File: config.mk
export PLATFORM = sky130hd
export DESIGN_NAME = wb_stage
export DESIGN_NICKNAME = d
export VERILOG_FILES = /design/src/rtl/arm_pkg.sv /design/src/rtl/wb_mux.sv /design/src/rtl/wb_stage.sv
export SDC_FILE = /design/constraint.sdc
export NUM_CORES = 1
export LEC_CHECK = 0
export BUFFER_PORTS_ARGS = -buffer_cell sky130_fd_sc_hd__buf_2
export CORE_ASPECT_RATIO = 1.1
export CORE_MARGIN = 4
export CORE_UTILIZATION = 49
export DETAILED_ROUTE_END_ITERATION = 7
export PLACE_DENSITY = 0.87
export SLEW_MARGIN = 10
export SYNTH_ARGS = -nofsm -noshare
export SYNTH_HDL_FRONTEND = slang
export SYNTH_SLANG_ARGS = --single-unit
File: constraint.sdc
create_clock -name clk -period 2.8 [get_ports clk]
set_clock_uncertainty 0.05 [all_clocks]
set_input_delay 0.14 -clock clk [delete_from_list [all_inputs] [get_ports clk]]
set_output_delay 0.14 -clock clk [all_outputs]
set_load 0.02 [all_outputs]
File: src/rtl/arm_pkg.sv
`default_nettype none
// ============================================================================
// Module   : arm_pkg
// Brief    : Shared constants for the ARM-style pipeline: default data path
//            width, register index width and the index of the PC register.
// Revision : 1.0 - initial release
// ============================================================================
package arm_pkg;

  // Default data path width of the pipeline.
  localparam int DATA_W       = 32;

  // Default width of a register-file index (r0..r15).
  localparam int REG_ADDR_W   = 4;

  // Register index that aliases the program counter; writes to it are
  // routed to the fetch logic instead of the register file.
  localparam int PC_IDX       = 15;

  // Width of the optional retired-instruction counter.
  localparam int RETIRE_CNT_W = 32;

endpackage : arm_pkg
`default_nettype wire

File: src/rtl/wb_mux.sv
`default_nettype none
// ============================================================================
// Module   : wb_mux
// Brief    : Writeback result selector. Chooses the load data or the ALU
//            result from already-registered pipeline state, so its output
//            is stable for the whole cycle.
// Revision : 1.0 - initial release
// ============================================================================
module wb_mux #(
  parameter int DATA_W = 32
) (
  input  logic              sel_mem,
  input  logic [DATA_W-1:0] alu_val,
  input  logic [DATA_W-1:0] mem_val,
  output logic [DATA_W-1:0] result
);

  // Load instructions write back memory data, everything else the ALU value.
  always_comb begin
    result = alu_val;
    if (sel_mem) begin
      result = mem_val;
    end
  end

endmodule : wb_mux
`default_nettype wire

File: src/rtl/wb_stage.sv
`default_nettype none
// ============================================================================
// Module   : wb_stage
// Brief    : Writeback stage. Holds the MEM/WB pipeline register, selects the
//            writeback result and qualifies the register-file / PC write
//            enables. Supports freeze (hold) and flush (insert bubble).
//            Optional feature macro: WB_RETIRE_CNT_EN adds a 32-bit
//            retired-instruction counter on output retire_cnt.
// Revision : 1.0 - initial release
// ============================================================================
module wb_stage #(
  parameter int DATA_W     = arm_pkg::DATA_W,
  parameter int REG_ADDR_W = arm_pkg::REG_ADDR_W
) (
  input  logic                  clk,
  input  logic                  rst,
  input  logic                  freeze,
  input  logic                  flush,
  input  logic                  mem_valid,
  input  logic                  WB_EN_in,
  input  logic                  MEM_R_EN,
  input  logic [REG_ADDR_W-1:0] Dest_in,
  input  logic [DATA_W-1:0]     ALU_Res,
  input  logic [DATA_W-1:0]     Mem_read_value,
  output logic [DATA_W-1:0]     Result_WB,
  output logic [REG_ADDR_W-1:0] Dest_wb,
  output logic                  writeBackEn,
  output logic                  wb_pc_write,
  output logic                  wb_valid
`ifdef WB_RETIRE_CNT_EN
  ,
  output logic [arm_pkg::RETIRE_CNT_W-1:0] retire_cnt
`endif
);

  import arm_pkg::*;

  // PC index expressed at the configured register index width.
  localparam logic [REG_ADDR_W-1:0] c_pc_dest = REG_ADDR_W'(PC_IDX);

  // --------------------------------------------------------------------------
  // Pipeline register state
  // --------------------------------------------------------------------------
  logic                  valid_q,  valid_d;
  logic                  wb_en_q,  wb_en_d;
  logic                  mem_r_q,  mem_r_d;
  logic [REG_ADDR_W-1:0] dest_q,   dest_d;
  logic [DATA_W-1:0]     alu_q,    alu_d;
  logic [DATA_W-1:0]     mem_q,    mem_d;

  // Qualification wires
  logic                  w_wb_req;
  logic                  w_is_pc;

  // Next-state of the pipeline register: flush wins over freeze, freeze
  // holds, otherwise capture the MEM-stage outputs.
  always_comb begin
    valid_d = valid_q;
    wb_en_d = wb_en_q;
    mem_r_d = mem_r_q;
    dest_d  = dest_q;
    alu_d   = alu_q;
    mem_d   = mem_q;
    if (flush) begin
      // Bubble: only the qualifiers are cleared; the payload is don't-care.
      valid_d = 1'b0;
      wb_en_d = 1'b0;
    end else if (!freeze) begin
      valid_d = mem_valid;
      wb_en_d = WB_EN_in;
      mem_r_d = MEM_R_EN;
      dest_d  = Dest_in;
      alu_d   = ALU_Res;
      mem_d   = Mem_read_value;
    end
  end

  // MEM/WB pipeline register with asynchronous clear.
  always_ff @(posedge clk or posedge rst) begin
    if (rst) begin
      valid_q <= 1'b0;
      wb_en_q <= 1'b0;
      mem_r_q <= 1'b0;
      dest_q  <= '0;
      alu_q   <= '0;
      mem_q   <= '0;
    end else begin
      valid_q <= valid_d;
      wb_en_q <= wb_en_d;
      mem_r_q <= mem_r_d;
      dest_q  <= dest_d;
      alu_q   <= alu_d;
      mem_q   <= mem_d;
    end
  end

  // --------------------------------------------------------------------------
  // Result selection (registered inputs only, so the value settles right
  // after the clock edge and stays put for a negedge-write register file)
  // --------------------------------------------------------------------------
  wb_mux #(
    .DATA_W (DATA_W)
  ) u_wb_mux (
    .sel_mem (mem_r_q),
    .alu_val (alu_q),
    .mem_val (mem_q),
    .result  (Result_WB)
  );

  // Write-enable qualification: a real instruction that requests writeback
  // goes either to the register file (r0..r14) or to the PC, never both.
  always_comb begin
    w_wb_req    = valid_q & wb_en_q;
    w_is_pc     = (dest_q == c_pc_dest);
    writeBackEn = w_wb_req & ~w_is_pc;
    wb_pc_write = w_wb_req &  w_is_pc;
    Dest_wb     = dest_q;
    wb_valid    = valid_q;
  end

`ifdef WB_RETIRE_CNT_EN
  // --------------------------------------------------------------------------
  // Retired-instruction counter: an entry retires when it is valid and the
  // stage is allowed to advance. Wraps naturally at 2^32.
  // --------------------------------------------------------------------------
  logic [RETIRE_CNT_W-1:0] retire_cnt_q, retire_cnt_d;

  // Count one retirement per advancing cycle with a valid entry.
  always_comb begin
    retire_cnt_d = retire_cnt_q;
    if (valid_q && !freeze) begin
      retire_cnt_d = retire_cnt_q + RETIRE_CNT_W'(1);
    end
  end

  // Counter register with asynchronous clear.
  always_ff @(posedge clk or posedge rst) begin
    if (rst) begin
      retire_cnt_q <= '0;
    end else begin
      retire_cnt_q <= retire_cnt_d;
    end
  end

  assign retire_cnt = retire_cnt_q;
`endif

endmodule : wb_stage
`default_nettype wire

==> impl_metrics.py <==
metrics = {
    "place": {
        "port-buffer-count": 113,
        "place_congestion": 0.763,
        "postPlaceCellArea_sq_mm": 0.00371,
        "dp.final_hpwl_mm": 4.47,
    },
    "sta": {
        "fmax_mhz": 442,
        "setup_violations": 0,
        "hold_violations": 0,
        "max_slew_margin_pct": 42.7,
        "rsz0062_at_grt": "no",
        "fin_crit_ns": 2.26,
        "drv_slew": 0,
        "tns_ns": 0,
        "worstMarginPinSlew_ns": 0.860,
        "fin_crit_sh_pct": 80.8,
    },
    "job": {
        "max_cap_viol_count": 0,
    },
    "pwr": {
        "leakage_uw": 0.00216,
        "ir_drop_mv": 0.415,
        "power_density_mw_per_mm2": 618,
    },
    "floorplanning": {
        "dieWidth_um": 83.6,
        "fp-row-count": 30,
        "core_sq_mm": 0.00616,
        "die-area_sq_mm": 0.00762,
        "initial_core_util_pct": 50.0,
        "ios": 114,
        "fp.dieH_um": 91.2,
    },
    "synthesis": {
        "syn_area_sq_mm": 0.00308,
        "synthSimpleGateAreaFrac_pct": 1.26,
        "ys_seq_elements": 71,
        "synth_top_family_by_area": "multiplexers",
        "avgSynthCellArea_sq_um": 16.0,
        "yosysUniqueCellTypes": 13,
        "synth_fa_ha_area_share_pct": 0,
        "synth_nets": 268,
        "ys_warn_count": 0,
        "synth_xor_area_share_pct": 0,
        "syn_inst": 193,
        "synth_seq_area_share_pct": 57.7,
        "muxShareOfSynthArea_pct": 38.8,
        "synth_compound_area_share_pct": 0,
    },
    "global_route": {
        "grt_pass1_wl_mm": 12.3,
        "grt-ovfl-total": 0,
        "grt_max_degree": 72,
        "grt_pass1_vias": 2514,
        "grt.total_usage_pct": 20.6,
        "antenna_found_initial": 0,
    },
    "worst_setup_path": {
        "cp-end-kind": "primary output",
        "cp_data_required_time_ns": 2.61,
        "worstSetupPathType": "flip-flop to primary output",
        "cp.arrival_ns": 2.07,
        "start_kind": "flip-flop",
        "path_max_fanout": 18,
    },
    "min_path": {
        "hold_class": "input port to async pin",
    },
    "cells_and_area": {
        "num-nets-final": 455,
        "drive_above_1_share_pct": 61.0,
        "antenna_cells": 0,
        "syn2layout_area_growth_pct": 50.0,
        "design_area_sq_mm": 0.00462,
        "finish.utilization_pct": 75.0,
    },
    "route": {
        "vias": 2258,
        "drt-initial-drc-count": 73,
        "vias_per_cell": 4.86,
        "drc": 0,
        "drtAntennaViolNets": 0,
        "finalWirelength_mm": 7.46,
        "firstDrtPassIters": 4,
        "wl_per_cell_um": 16.0,
    },
    "clock_tree": {
        "cts_tree": "yes",
        "cts-root-buf": "clkbuf_8",
        "cts_buffers": 9,
        "clk_latency_ns": 0.32,
        "cts_sinks": 71,
        "clock_path_buffers": 2,
        "clk_pin_slew_worst_paths_ns": 0.07,
        "htreeDepth": 3,
        "post_cts_buffers": 0,
    },
    "outcome": {
        "status": "complete, no violations",
    },
}
-- worst max-delay path, stage by stage (launching register included) --
cell and delay, ns:
dfrtp_1 0.82, buf_4 0.39, mux2_2 0.37, buf_2 0.16
-- path summary, 6_finish.rpt --
check	start	to	slack [ns]	depth (start not counted)
worst min-delay path	rst	alu_q[17]$_DFFE_PP0P_	0.02	3
max in group asynchronous	rst	mem_q[19]$_DFFE_PP0P_	2.11	3
worst max-delay path	mem_r_q$_DFFE_PP0P_	Result_WB[28]	0.54	3
min in group clk	WB_EN_in	wb_en_q$_DFFE_PP0P_	0.02	3
worst min register to register	alu_q[11]$_DFFE_PP0P_	alu_q[11]$_DFFE_PP0P_	0.46	1
worst max register to register	mem_r_q$_DFFE_PP0P_	mem_r_q$_DFFE_PP0P_	1.59	1
-- what timing repair did --
item | 4_1_cts | 5_1_grt
gates resized for setup | 0 | 0
hold buffers | 68 | 2
hold endpoints to repair | 69 | 2
-- state kept, by name, summed over array words and instances (netlist names) --
| register | cells |
|---|---|
| mem_r_q | 1 |
| wb_en_q | 1 |
| wb_valid | 1 |
| mem_q | 32 |
| Dest_wb | 4 |
| alu_q | 32 |
-- cell usage after synthesis, drive strengths merged --
library cell,number,share of area (%)
mux2,101,38
dfrtp,71,58
buf,10,2.0
nor2,4,0.73
mux2i,2,0.65
clkbuf,1,0.12
inv,1,0.12
nand2,1,0.12
nand4,1,0.20
nor2b,1,0.20
-- layout by cell type, fill, tap and decap left out --
master / instances
nor2b_1: 1
buf_4: 4
bufinv_16: 1
nand4_1: 1
clkbuf_1: 1
mux2i_1: 2
buf_2: 113
nor2_1: 3
mux2_2: 91
dfrtp_1: 71
nor2_4: 1
inv_2: 1
clkinv_2: 2
clkbuf_8: 12
dlygate4sd3_1: 70
mux2_4: 10
nand2_1: 1
-- final cells by class --
type | count | area, sq um
Clock buffer | 13 | 169
Clock inverter | 3 | 40.0
Fill cell | 397 | 1540
Inverter | 1 | 3.75
Multi-Input combinational cell | 110 | 1230
Sequential cell | 71 | 1780
Tap cell | 80 | 100
Timing Repair Buffer | 187 | 1300
-- report_power, final --
group / total, uW / switching, uW / internal [uW]
Sequential: 1270 / 92.6 / 1170
Clock: 829 / 347 / 482
Combinational: 760 / 349 / 411
Total: 2860 / 788 / 2070
-- layer usage --
metal / GRT usage, % / part of all wire [%]
met1: 23.6 / 40
met2: 36.6 / 53
met3: 4.08 / 4.6
met4: 9.79 / 2.7
met5: 0 / 0
-- metrics by stage --
stage | std cells | setup WS, ns | hold slack, ns | total power, uW
2_1_floorplan | 193 | 0.813 | 0.156 | 1740
3_3_place_gp | 379 | 0.917 | 0.311 | 1930
3_5_place_dp | 379 | 0.872 | 0.319 | 1960
4_1_cts | 463 | 0.502 | 0.000468 | 2870
5_1_grt | 465 | 0.443 | 0.0687 | 3010
6_report | 465 | 0.539 | 0.0157 | 2860
-- cell families (layout without fill, tap and decap cells) --
logic type,count (synthesis),count (layout)
buffers and inverters,12,204
DFF,71,71
muxes,103,103
and+or+nand+nor,7,7
Power figures use the tool's default switching activity.
